--- src/rtl/ram_arbiter_if.sv ---
// ---------------------------------------------------------------------------
// ram_arbiter_if
//
// Bundles every bus signal around the RAM arbiter: the CPU request channel,
// the video request channel and the single-port RAM channel.
//
//   CPU side    : C_REQ, C_ADDR[9:0], C_SEL[1:0], C_WR, C_DI[15:0] (to arbiter)
//                 C_DO[15:0], C_ACK                                (from arbiter)
//   Video side  : V_REQ, V_ADDR[9:0]                               (to arbiter)
//                 V_DO[15:0], V_ACK                                (from arbiter)
//   RAM side    : R_ADDR[9:0], R_SEL[1:0], R_WR, R_DI[15:0]        (from arbiter)
//                 R_DO[15:0]                                       (to arbiter)
//
// Modports:
//   slave  - the arbiter itself
//   master - the surrounding system (requesters plus the RAM)
// ---------------------------------------------------------------------------
interface ram_arbiter_if;
  logic        C_REQ;
  logic [9:0]  C_ADDR;
  logic [1:0]  C_SEL;
  logic        C_WR;
  logic [15:0] C_DI;
  logic [15:0] C_DO;
  logic        C_ACK;

  logic        V_REQ;
  logic [9:0]  V_ADDR;
  logic [15:0] V_DO;
  logic        V_ACK;

  logic [9:0]  R_ADDR;
  logic [1:0]  R_SEL;
  logic        R_WR;
  logic [15:0] R_DI;
  logic [15:0] R_DO;

  modport slave (
    input  C_REQ, C_ADDR, C_SEL, C_WR, C_DI, V_REQ, V_ADDR, R_DO,
    output C_DO, C_ACK, V_DO, V_ACK, R_ADDR, R_SEL, R_WR, R_DI
  );

  modport master (
    output C_REQ, C_ADDR, C_SEL, C_WR, C_DI, V_REQ, V_ADDR, R_DO,
    input  C_DO, C_ACK, V_DO, V_ACK, R_ADDR, R_SEL, R_WR, R_DI
  );
endinterface

--- src/rtl/ram_arbiter.sv ---
// ---------------------------------------------------------------------------
// ram_arbiter
//
// Shares one 1024x16 byte-writable single-port block RAM (one-cycle read
// latency) between the CPU and the video fetch unit. Every access walks
// IDLE -> ISSUE -> CAPTURE -> ACK, so one access completes every 4 cycles.
// All outputs come straight from registers.
//
// Ports:
//   CLK  - system clock, shared with the RAM
//   RST  - synchronous active-high reset; aborts any access without an ACK
//   bus  - ram_arbiter_if.slave: CPU channel, video channel and RAM channel
//
// Build option:
//   RAMARB_RR_EN - when defined, ties are resolved round-robin using a
//                  last-grant register (resets to "CPU last"); otherwise
//                  video always wins a tie.
// ---------------------------------------------------------------------------
module ram_arbiter (
  input logic          CLK,
  input logic          RST,
  ram_arbiter_if.slave bus
);

  typedef enum logic [1:0] {IDLE, ISSUE, CAPTURE, ACK} state_t;

  state_t      state_q, state_d;
  logic [9:0]  rAddr_q, rAddr_d;
  logic [1:0]  rSel_q, rSel_d;
  logic        rWr_q, rWr_d;
  logic [15:0] rDi_q, rDi_d;
  logic [15:0] cDo_q, cDo_d;
  logic [15:0] vDo_q, vDo_d;
  logic        cAck_q, cAck_d;
  logic        vAck_q, vAck_d;
  // Owner of the access in flight (1 = video) and whether it is a write.
  // The write flag is kept separately because R_WR drops after ISSUE.
  logic        ownerVideo_q, ownerVideo_d;
  logic        isWrite_q, isWrite_d;
  logic        anyReq;
  logic        grantVideo;

  assign anyReq = bus.C_REQ | bus.V_REQ;

`ifdef RAMARB_RR_EN
  // Round-robin: lastCpu_q remembers who was granted last. On a tie the
  // requester that did not go last wins; a lone requester always wins.
  logic lastCpu_q, lastCpu_d;

  assign grantVideo = bus.V_REQ & (~bus.C_REQ | lastCpu_q);

  always_comb begin
    lastCpu_d = lastCpu_q;
    if (state_q == IDLE && anyReq) begin
      lastCpu_d = ~grantVideo;
    end
  end

  always_ff @(posedge CLK) begin
    if (RST) begin
      lastCpu_q <= 1'b1;
    end else begin
      lastCpu_q <= lastCpu_d;
    end
  end
`else
  // Fixed priority: video wins every tie.
  assign grantVideo = bus.V_REQ;
`endif

  // State register of the access sequencer.
  always_ff @(posedge CLK) begin
    if (RST) begin
      state_q <= IDLE;
    end else begin
      state_q <= state_d;
    end
  end

  // Next-state and datapath decisions. Requests are only looked at in IDLE;
  // the winner's inputs are latched there so nothing combinational reaches
  // the RAM or the requesters.
  always_comb begin
    state_d      = state_q;
    rAddr_d      = rAddr_q;
    rSel_d       = rSel_q;
    rWr_d        = rWr_q;
    rDi_d        = rDi_q;
    cDo_d        = cDo_q;
    vDo_d        = vDo_q;
    cAck_d       = 1'b0;
    vAck_d       = 1'b0;
    ownerVideo_d = ownerVideo_q;
    isWrite_d    = isWrite_q;

    unique case (state_q)
      IDLE: begin
        if (anyReq) begin
          state_d      = ISSUE;
          ownerVideo_d = grantVideo;
          if (grantVideo) begin
            rAddr_d   = bus.V_ADDR;
            rSel_d    = 2'b11;
            rWr_d     = 1'b0;
            rDi_d     = 16'h0000;
            isWrite_d = 1'b0;
          end else begin
            rAddr_d   = bus.C_ADDR;
            rSel_d    = bus.C_SEL;
            rWr_d     = bus.C_WR;
            rDi_d     = bus.C_DI;
            isWrite_d = bus.C_WR;
          end
        end
      end
      ISSUE: begin
        // The RAM takes the command at the end of this cycle.
        rWr_d   = 1'b0;
        state_d = CAPTURE;
      end
      CAPTURE: begin
        // R_DO is valid now; only reads update the owner's data register.
        if (!isWrite_q) begin
          if (ownerVideo_q) begin
            vDo_d = bus.R_DO;
          end else begin
            cDo_d = bus.R_DO;
          end
        end
        cAck_d  = ~ownerVideo_q;
        vAck_d  = ownerVideo_q;
        state_d = ACK;
      end
      ACK: begin
        state_d = IDLE;
      end
      default: begin
        state_d = IDLE;
      end
    endcase
  end

  // Output and bookkeeping registers; reset clears every visible output.
  always_ff @(posedge CLK) begin
    if (RST) begin
      rAddr_q      <= '0;
      rSel_q       <= '0;
      rWr_q        <= 1'b0;
      rDi_q        <= '0;
      cDo_q        <= '0;
      vDo_q        <= '0;
      cAck_q       <= 1'b0;
      vAck_q       <= 1'b0;
      ownerVideo_q <= 1'b0;
      isWrite_q    <= 1'b0;
    end else begin
      rAddr_q      <= rAddr_d;
      rSel_q       <= rSel_d;
      rWr_q        <= rWr_d;
      rDi_q        <= rDi_d;
      cDo_q        <= cDo_d;
      vDo_q        <= vDo_d;
      cAck_q       <= cAck_d;
      vAck_q       <= vAck_d;
      ownerVideo_q <= ownerVideo_d;
      isWrite_q    <= isWrite_d;
    end
  end

  assign bus.R_ADDR = rAddr_q;
  assign bus.R_SEL  = rSel_q;
  assign bus.R_WR   = rWr_q;
  assign bus.R_DI   = rDi_q;
  assign bus.C_DO   = cDo_q;
  assign bus.C_ACK  = cAck_q;
  assign bus.V_DO   = vDo_q;
  assign bus.V_ACK  = vAck_q;

endmodule

--- src/flat_wrapper.sv ---
// flat-port wrapper written by rule: the top's interface ports become plain ports
module ram_arbiter_flat 
  (CLK, RST, bus_C_REQ, bus_C_ADDR, bus_C_SEL, bus_C_WR, bus_C_DI, bus_V_REQ, bus_V_ADDR, bus_R_DO, bus_C_DO, bus_C_ACK, bus_V_DO, bus_V_ACK, bus_R_ADDR, bus_R_SEL, bus_R_WR, bus_R_DI);
  ram_arbiter_if bus_i ();
  input logic CLK;
  input logic RST;
  input wire logic [$bits(bus_i.C_REQ)-1:0] bus_C_REQ;
  input wire logic [$bits(bus_i.C_ADDR)-1:0] bus_C_ADDR;
  input wire logic [$bits(bus_i.C_SEL)-1:0] bus_C_SEL;
  input wire logic [$bits(bus_i.C_WR)-1:0] bus_C_WR;
  input wire logic [$bits(bus_i.C_DI)-1:0] bus_C_DI;
  input wire logic [$bits(bus_i.V_REQ)-1:0] bus_V_REQ;
  input wire logic [$bits(bus_i.V_ADDR)-1:0] bus_V_ADDR;
  input wire logic [$bits(bus_i.R_DO)-1:0] bus_R_DO;
  output wire logic [$bits(bus_i.C_DO)-1:0] bus_C_DO;
  output wire logic [$bits(bus_i.C_ACK)-1:0] bus_C_ACK;
  output wire logic [$bits(bus_i.V_DO)-1:0] bus_V_DO;
  output wire logic [$bits(bus_i.V_ACK)-1:0] bus_V_ACK;
  output wire logic [$bits(bus_i.R_ADDR)-1:0] bus_R_ADDR;
  output wire logic [$bits(bus_i.R_SEL)-1:0] bus_R_SEL;
  output wire logic [$bits(bus_i.R_WR)-1:0] bus_R_WR;
  output wire logic [$bits(bus_i.R_DI)-1:0] bus_R_DI;
  assign bus_i.C_REQ = bus_C_REQ;
  assign bus_i.C_ADDR = bus_C_ADDR;
  assign bus_i.C_SEL = bus_C_SEL;
  assign bus_i.C_WR = bus_C_WR;
  assign bus_i.C_DI = bus_C_DI;
  assign bus_i.V_REQ = bus_V_REQ;
  assign bus_i.V_ADDR = bus_V_ADDR;
  assign bus_i.R_DO = bus_R_DO;
  assign bus_C_DO = bus_i.C_DO;
  assign bus_C_ACK = bus_i.C_ACK;
  assign bus_V_DO = bus_i.V_DO;
  assign bus_V_ACK = bus_i.V_ACK;
  assign bus_R_ADDR = bus_i.R_ADDR;
  assign bus_R_SEL = bus_i.R_SEL;
  assign bus_R_WR = bus_i.R_WR;
  assign bus_R_DI = bus_i.R_DI;
  ram_arbiter u_core (.CLK(CLK), .RST(RST), .bus(bus_i));
endmodule
--- config.mk ---
export PLATFORM = sky130hd
export DESIGN_NAME = ram_arbiter_flat
export DESIGN_NICKNAME = d
export VERILOG_FILES = /design/src/rtl/ram_arbiter_if.sv /design/src/rtl/ram_arbiter.sv /design/src/flat_wrapper.sv
export SDC_FILE = /design/constraint.sdc
export NUM_CORES = 1
export LEC_CHECK = 0
export ABC_AREA = 1
export CAP_MARGIN = 20
export CORE_MARGIN = 2
export CORE_UTILIZATION = 42
export CTS_BUF_LIST = sky130_fd_sc_hd__clkbuf_8
export DETAILED_ROUTE_END_ITERATION = 7
export GPL_TIMING_DRIVEN = 1
export PLACE_DENSITY = 0.86
export SLEW_MARGIN = 20
export SYNTH_ARGS = -nofsm -noshare
export SYNTH_HDL_FRONTEND = slang
export SYNTH_SLANG_ARGS = --single-unit
--- constraint.sdc ---
create_clock -name CLK -period 1.4 [get_ports CLK]
set_input_delay 0.28 -clock CLK [delete_from_list [all_inputs] [get_ports CLK]]
set_output_delay 0.28 -clock CLK [all_outputs]
set_load 0.005 [all_outputs]
==> results of run 1 <==
## worst max-delay path: stages, from the launching register on
cell,delay [ps]
dfxtp_1,320
inv_2,90
buf_4,120
ha_2,200
nand2_4,110
buf_4,190
o21ai_0,150
nor2_1,50
## per-layer routing
metal | wire length (um) | GRT usage [%] | up-vias
met1 | 2860 | 23.6 | 1212
met2 | 3320 | 34.7 | 111
met3 | 622 | 7.75 | 11
li1 | - | - | 1352
met4 | 129 | 9.09 | 0
met5 | 0 | 0 | -
## placed cells by master (no fill, tap or decap), types with 3 or more instances in the layout
| master | n |
|---|---|
| a21oi_1 | 21 |
| buf_12 | 3 |
| buf_4 | 12 |
| clkbuf_8 | 9 |
| clkdlybuf4s50_1 | 58 |
| clkinvlp_4 | 3 |
| dfxtp_1 | 53 |
| dfxtp_2 | 14 |
| dlygate4sd2_1 | 63 |
| ha_1 | 3 |
| inv_1 | 5 |
| inv_2 | 4 |
| nand2_1 | 55 |
| nand3_1 | 17 |
| nor2_1 | 92 |
| o21ai_0 | 36 |
| o21ai_1 | 10 |
## stage by stage
stage	setup slack (ps)	utilization, %	total power [W]	cells	TNS (ps)
global placement	-83.5	66.1	0.00472	534	-3040
detailed placement	-148	66.1	0.00479	534	-4760
global route	-11.8	69.4	0.00675	551	-38.2
finish	73.0	69.4	0.00634	551	0
floorplan	130	-	0.00363	342	0
CTS	2.73	68.9	0.00631	551	0
## cell families after synthesis
kind of cell | Yosys count | share of synthesized area [%]
compound gates | 68 | 13.0
fa+ha+maj | 5 | 2.38
buf+inv | 31 | 6.57
flops | 67 | 51.1
simple gates | 171 | 27.0
## area by class of cell
cell class,count,area [um^2],share of cell area [%]
sequential,67,1360,32.7
timing repair buffer,138,1310,31.4
multi-input combinational,244,1140,27.3
clock buffer,9,124,2.98
tap,75,93.8,2.26
clock inverter,7,92.6,2.23
inverter,11,46.3,1.11
## state kept, by name, summed over array words and instances, names as in the netlist
register,flops
u_core.bus.V_ACK,1
u_core.bus.R_ADDR,10
u_core.bus.C_DO,16
u_core.isWrite_q,1
u_core.state_q,2
u_core.bus.R_WR,1
u_core.ownerVideo_q,1
u_core.bus.C_ACK,1
u_core.bus.R_DI,16
u_core.bus.V_DO,16
u_core.bus.R_SEL,2
## timing repair
item                       CTS  global route
hold buffers                 0             0
setup buffers                1             0
resized for setup           79            16
pin swaps                    1             0
setup endpoints to repair   96            43
gates cloned                 0             0
## path summary, 6_finish.rpt
path                        from             endpoint  cells past startpoint
max            u_core.state_q[0]  u_core.bus.C_DO[13]                      7
min          u_core.bus.R_DI[12]  u_core.bus.R_DI[12]                      2
max reg2reg    u_core.state_q[0]  u_core.bus.C_DO[13]                      7
min reg2reg  u_core.bus.R_DI[12]  u_core.bus.R_DI[12]                      2
## report_power, final
group          switching (W)  internal, W
Clock               0.000738     0.000995
Combinational        0.00106      0.00106
Sequential          0.000191      0.00230
==> impl_metrics.yaml, run 1 <==
status:
  status: "finished, final reports clean"
setup_path:
  worst_setup_path_start_kind: "flop"
  critPathArrivalTime_ps: 1570
  critPathKind: "reg -> reg"
  critPathRequiredTime_ps: 1640
  rrSetupSlack_ps: 70
  critical_path_peak_fanout: 11
  endpoint_kind: "flop"
finish:
  area_growth_pct: 58.3
  drive_gt1_share_pct: 13.2
  postLayoutCellArea_um2: 4160
  fin_nets: 535
  fill_cells: 492
  diodes: 0
grt:
  grt_pass1_wl_um: 11800
  grtUsageTotal_pct: 20.7
  grt_start_max_net_pins: 47
  antenna_found_initial: 0
  grt_pass1_vias: 2605
  grt-ovfl-total: 0
logic_synthesis:
  async_reset_ff_share_pct: 0
  synthTopCellsByCount: "92 x nor2_1, 67 x dfxtp_1, 55 x nand2_1"
  synthCells: 342
  synth.most_common_cell: "nor2_1"
  yosysUniqueCellTypes: 21
  ys_seq_area_share_pct: 51.1
  ys_ff_latch: 67
  syn_area_per_cell_um2: 7.68
  synth_ff_type: "dfxtp_1"
  synthTopCellsByArea: "dfxtp_1 51%, nor2_1 13%, o21ai_0 8.2%, nand2_1 7.9%, a21oi_1 4.0%"
  synth_area_leader_cell: "dfxtp_1"
  synth.top_cell.area_share_pct: 51.1
  synth_edf_count: 0
  synth_fp_nets: 406
  yosysWarnings: 0
  synth_area_um2: 2630
floorplan:
  io_pins: 122
  die_x_um: 83.1
  die-area_um2: 6900
  rows: 28
  die_y_um: 83.1
  core_um2: 5990
  initial_core_util_pct: 43.8
sta:
  finalClockSkew_ps: 7.98
  slew_violations: 0
  timing.hold.ws_ps: 461
  worstMarginPinSlew_ps: 215
  final_hold_viol_count: 0
  finalCriticalPeriod_ps: 1330
  finalCritPeriodShare_pct: 94.8
  maxSlewHeadroom_pct: 85.7
  rsz0062_at_grt: "yes"
  setup_viol: 0
  fmax_ghz: 0.754
clocking:
  cts.clk_slew.worst_paths_ps: 80
  cts_buffers: 9
  cts-htree-levels: 3
  root_buffer: "clkbuf_8"
  clk_latency_ps: 340
  clock_sinks: 67
  cts_tree: "done"
  clock_path_buffers: 2
power:
  p_leak_nw: 1.98
  ir_drop_mv: 0.938
  powerDensity_nw_per_um2: 1530
drt:
  via_per_inst: 4.87
  dr_total_vias: 2686
  drt_wl_total_um: 6930
  ant_nets: 0
  first_pass_iters: 4
  drc: 0
  routedWlPerCell_um: 12.6
  drt-initial-drc-count: 111
place:
  dp_hpwl_um: 5080
  place_congestion: 0.751
  placed_area_um2: 3960
  port_buffers: 121
run:
  cap_viol_max_count: 0
hold_path:
  min_path_type: "reg -> reg"
Note: power is estimated with default switching activity, not from simulation.
==> run 2, diff against run 1 <==
- SKIP_CTS_REPAIR_TIMING: not set -> 1
==> impl_metrics.yaml, run 2 (synthesis results as in run 1) <==
place:
  placed_area_um2: 3960
  placed_cells_incl_taps: 534
  port_buffers: 121
  dp_hpwl_um: 5080
  place_congestion: 0.751
setup_path:
  cp_cell_sequence: "inv_2, ha_1, nand2_2, nor2_4, buf_4, o21ai_0, nor2_1"
  rrSetupSlack_ps: 60
  cp_slowest_cell: "dfxtp_1"
  worst_setup_path_start_kind: "flop"
  critPathKind: "reg -> reg"
  reg2reg_depth: 7
  worst-path-stages: 7
  cp_top_family: "flip-flops"
  critical-path-max-stage-delay_ps: 350
  endpoint_kind: "flop"
  path_buf_inv: 2
  critPathArrivalTime_ps: 1570
  critPathRequiredTime_ps: 1630
  critical_path_peak_fanout: 16
sta:
  maxSlewHeadroom_pct: 82.0
  finalCriticalPeriod_ps: 1340
  finalCritPeriodShare_pct: 95.7
  setup_viol: 0
  rsz0062_at_grt: "yes"
  slew_violations: 0
  worstMarginPinSlew_ps: 269
  fmax_ghz: 0.746
  final_hold_viol_count: 0
  finalClockSkew_ps: 9.86
  timing.hold.ws_ps: 461
power:
  ir_drop_mv: 0.955
  cellInternalPower_w: 0.00452
  p_seq_share_pct: 38.4
  switching_power_w: 0.00201
  powerDensity_nw_per_um2: 1480
  p_leak_nw: 2.81
  p_clk_share_pct: 26.6
  combPwrFrac_pct: 35.0
  switching_share_pct: 30.7
floorplan:
  io_pins: 122
  initial_core_util_pct: 43.8
  die-area_um2: 6900
  die_x_um: 83.1
  die_y_um: 83.1
  core_um2: 5990
  rows: 28
clocking:
  clock_sinks: 67
  cts_buffers: 9
  cts_tree: "done"
  root_buffer: "clkbuf_8"
  cts.clk_slew.worst_paths_ps: 70
  clk_latency_ps: 340
  cts-htree-levels: 3
  clock_path_buffers: 2
drt:
  first_pass_iters: 6
  via_per_inst: 4.90
  drc: 0
  routedWlPerCell_um: 13.0
  dr_total_vias: 2714
  drt_wl_total_um: 7200
  ant_nets: 0
  drt-initial-drc-count: 119
finish:
  layout_commonest_cell: "nor2_1"
  instances_no_fill: 554
  drive_gt1_share_pct: 15.0
  fin_nets: 538
  fill_cells: 420
  mostFrequentLayoutCells: "92 x nor2_1, 63 x dlymetal6s2s_1, 58 x clkdlybuf4s50_1"
  diodes: 0
  postLayoutCellArea_um2: 4410
  post-route-util_pct: 73.7
  area_growth_pct: 68.1
grt:
  grt_start_max_net_pins: 47
  grt_pass1_vias: 2606
  grt-ovfl-total: 0
  grtUsageTotal_pct: 20.7
  grt_pass1_wl_um: 11700
  antenna_found_initial: 0
hold_path:
  whs_path_depth: 2
  min_path_type: "reg -> reg"
status:
  status: "finished, final reports clean"
run:
  cap_viol_max_count: 0
[run 2: changes by cell type in the layout (fill, tap and decap cells not counted)]
cell,delta
buf_4,+4
buf_6,-1
dfxtp_1,-7
dfxtp_2,+7
dlygate4sd2_1,-63
dlymetal6s2s_1,+63
inv_2,+1
inv_4,-1
o21ai_0,-2
o21ai_1,+3
o21ai_2,-1
[run 2: final cells by class]
cell class                 count  area (um^2)  area share (%)
clock buffer                   9          124            2.81
clock inverter                 7         92.6            2.10
inverter                      11         43.8           0.992
multi-input combinational    244         1130            25.7
sequential                    67         1370            31.0
tap                           75         93.8            2.13
timing repair buffer         141         1560            35.3
[run 2: worst reg2reg max path, delay by kind of cell, from the launching register on]
kind	cells	cell delay (ps)
DFF	1	350
AOI/OAI and AO/OA	1	190
buffers and inverters	2	250
and+or+nand+nor	3	220
adders and majority gates	1	220
[run 2: per-stage QoR]
stage	worst slack (ps)	setup TNS (ps)	total power [W]
global route	-28.0	-147	0.00694
global placement	-83.5	-3040	0.00472
detailed placement	-148	-4760	0.00479
floorplan	130	0	0.00363
finish	60.4	0	0.00653
CTS	-112	-6440	0.00652
[run 2: final timing paths]
kind / end / from
worst max-delay path: u_core.bus.V_DO[9] / u_core.state_q[0]
worst min-delay path: u_core.bus.R_DI[12] / u_core.bus.R_DI[12]
worst max register to register: u_core.bus.V_DO[9] / u_core.state_q[0]
worst min register to register: u_core.bus.R_DI[12] / u_core.bus.R_DI[12]
[run 2: metal layers]
| layer | share of wire, % | wire, um | up-vias | track usage, % |
|---|---|---|---|---|
| met1 | 41 | 2970 | 1224 | 23.7 |
| met5 | 0 | 0 | - | 0 |
| li1 | - | - | 1361 | - |
| met3 | 8.5 | 615 | 13 | 7.95 |
| met2 | 48 | 3480 | 116 | 34.1 |
| met4 | 2.0 | 145 | 0 | 9.24 |
[run 2: power by group through the flow]
stage	registers [W]	logic (W)	clock network, W
after detailed placement	0.00253	0.00225	0
after global placement	0.00252	0.00219	0
after floorplan	0.00255	0.00109	0
after global routing	0.00256	0.00255	0.00183
final	0.00251	0.00228	0.00174
after CTS	0.00250	0.00227	0.00176
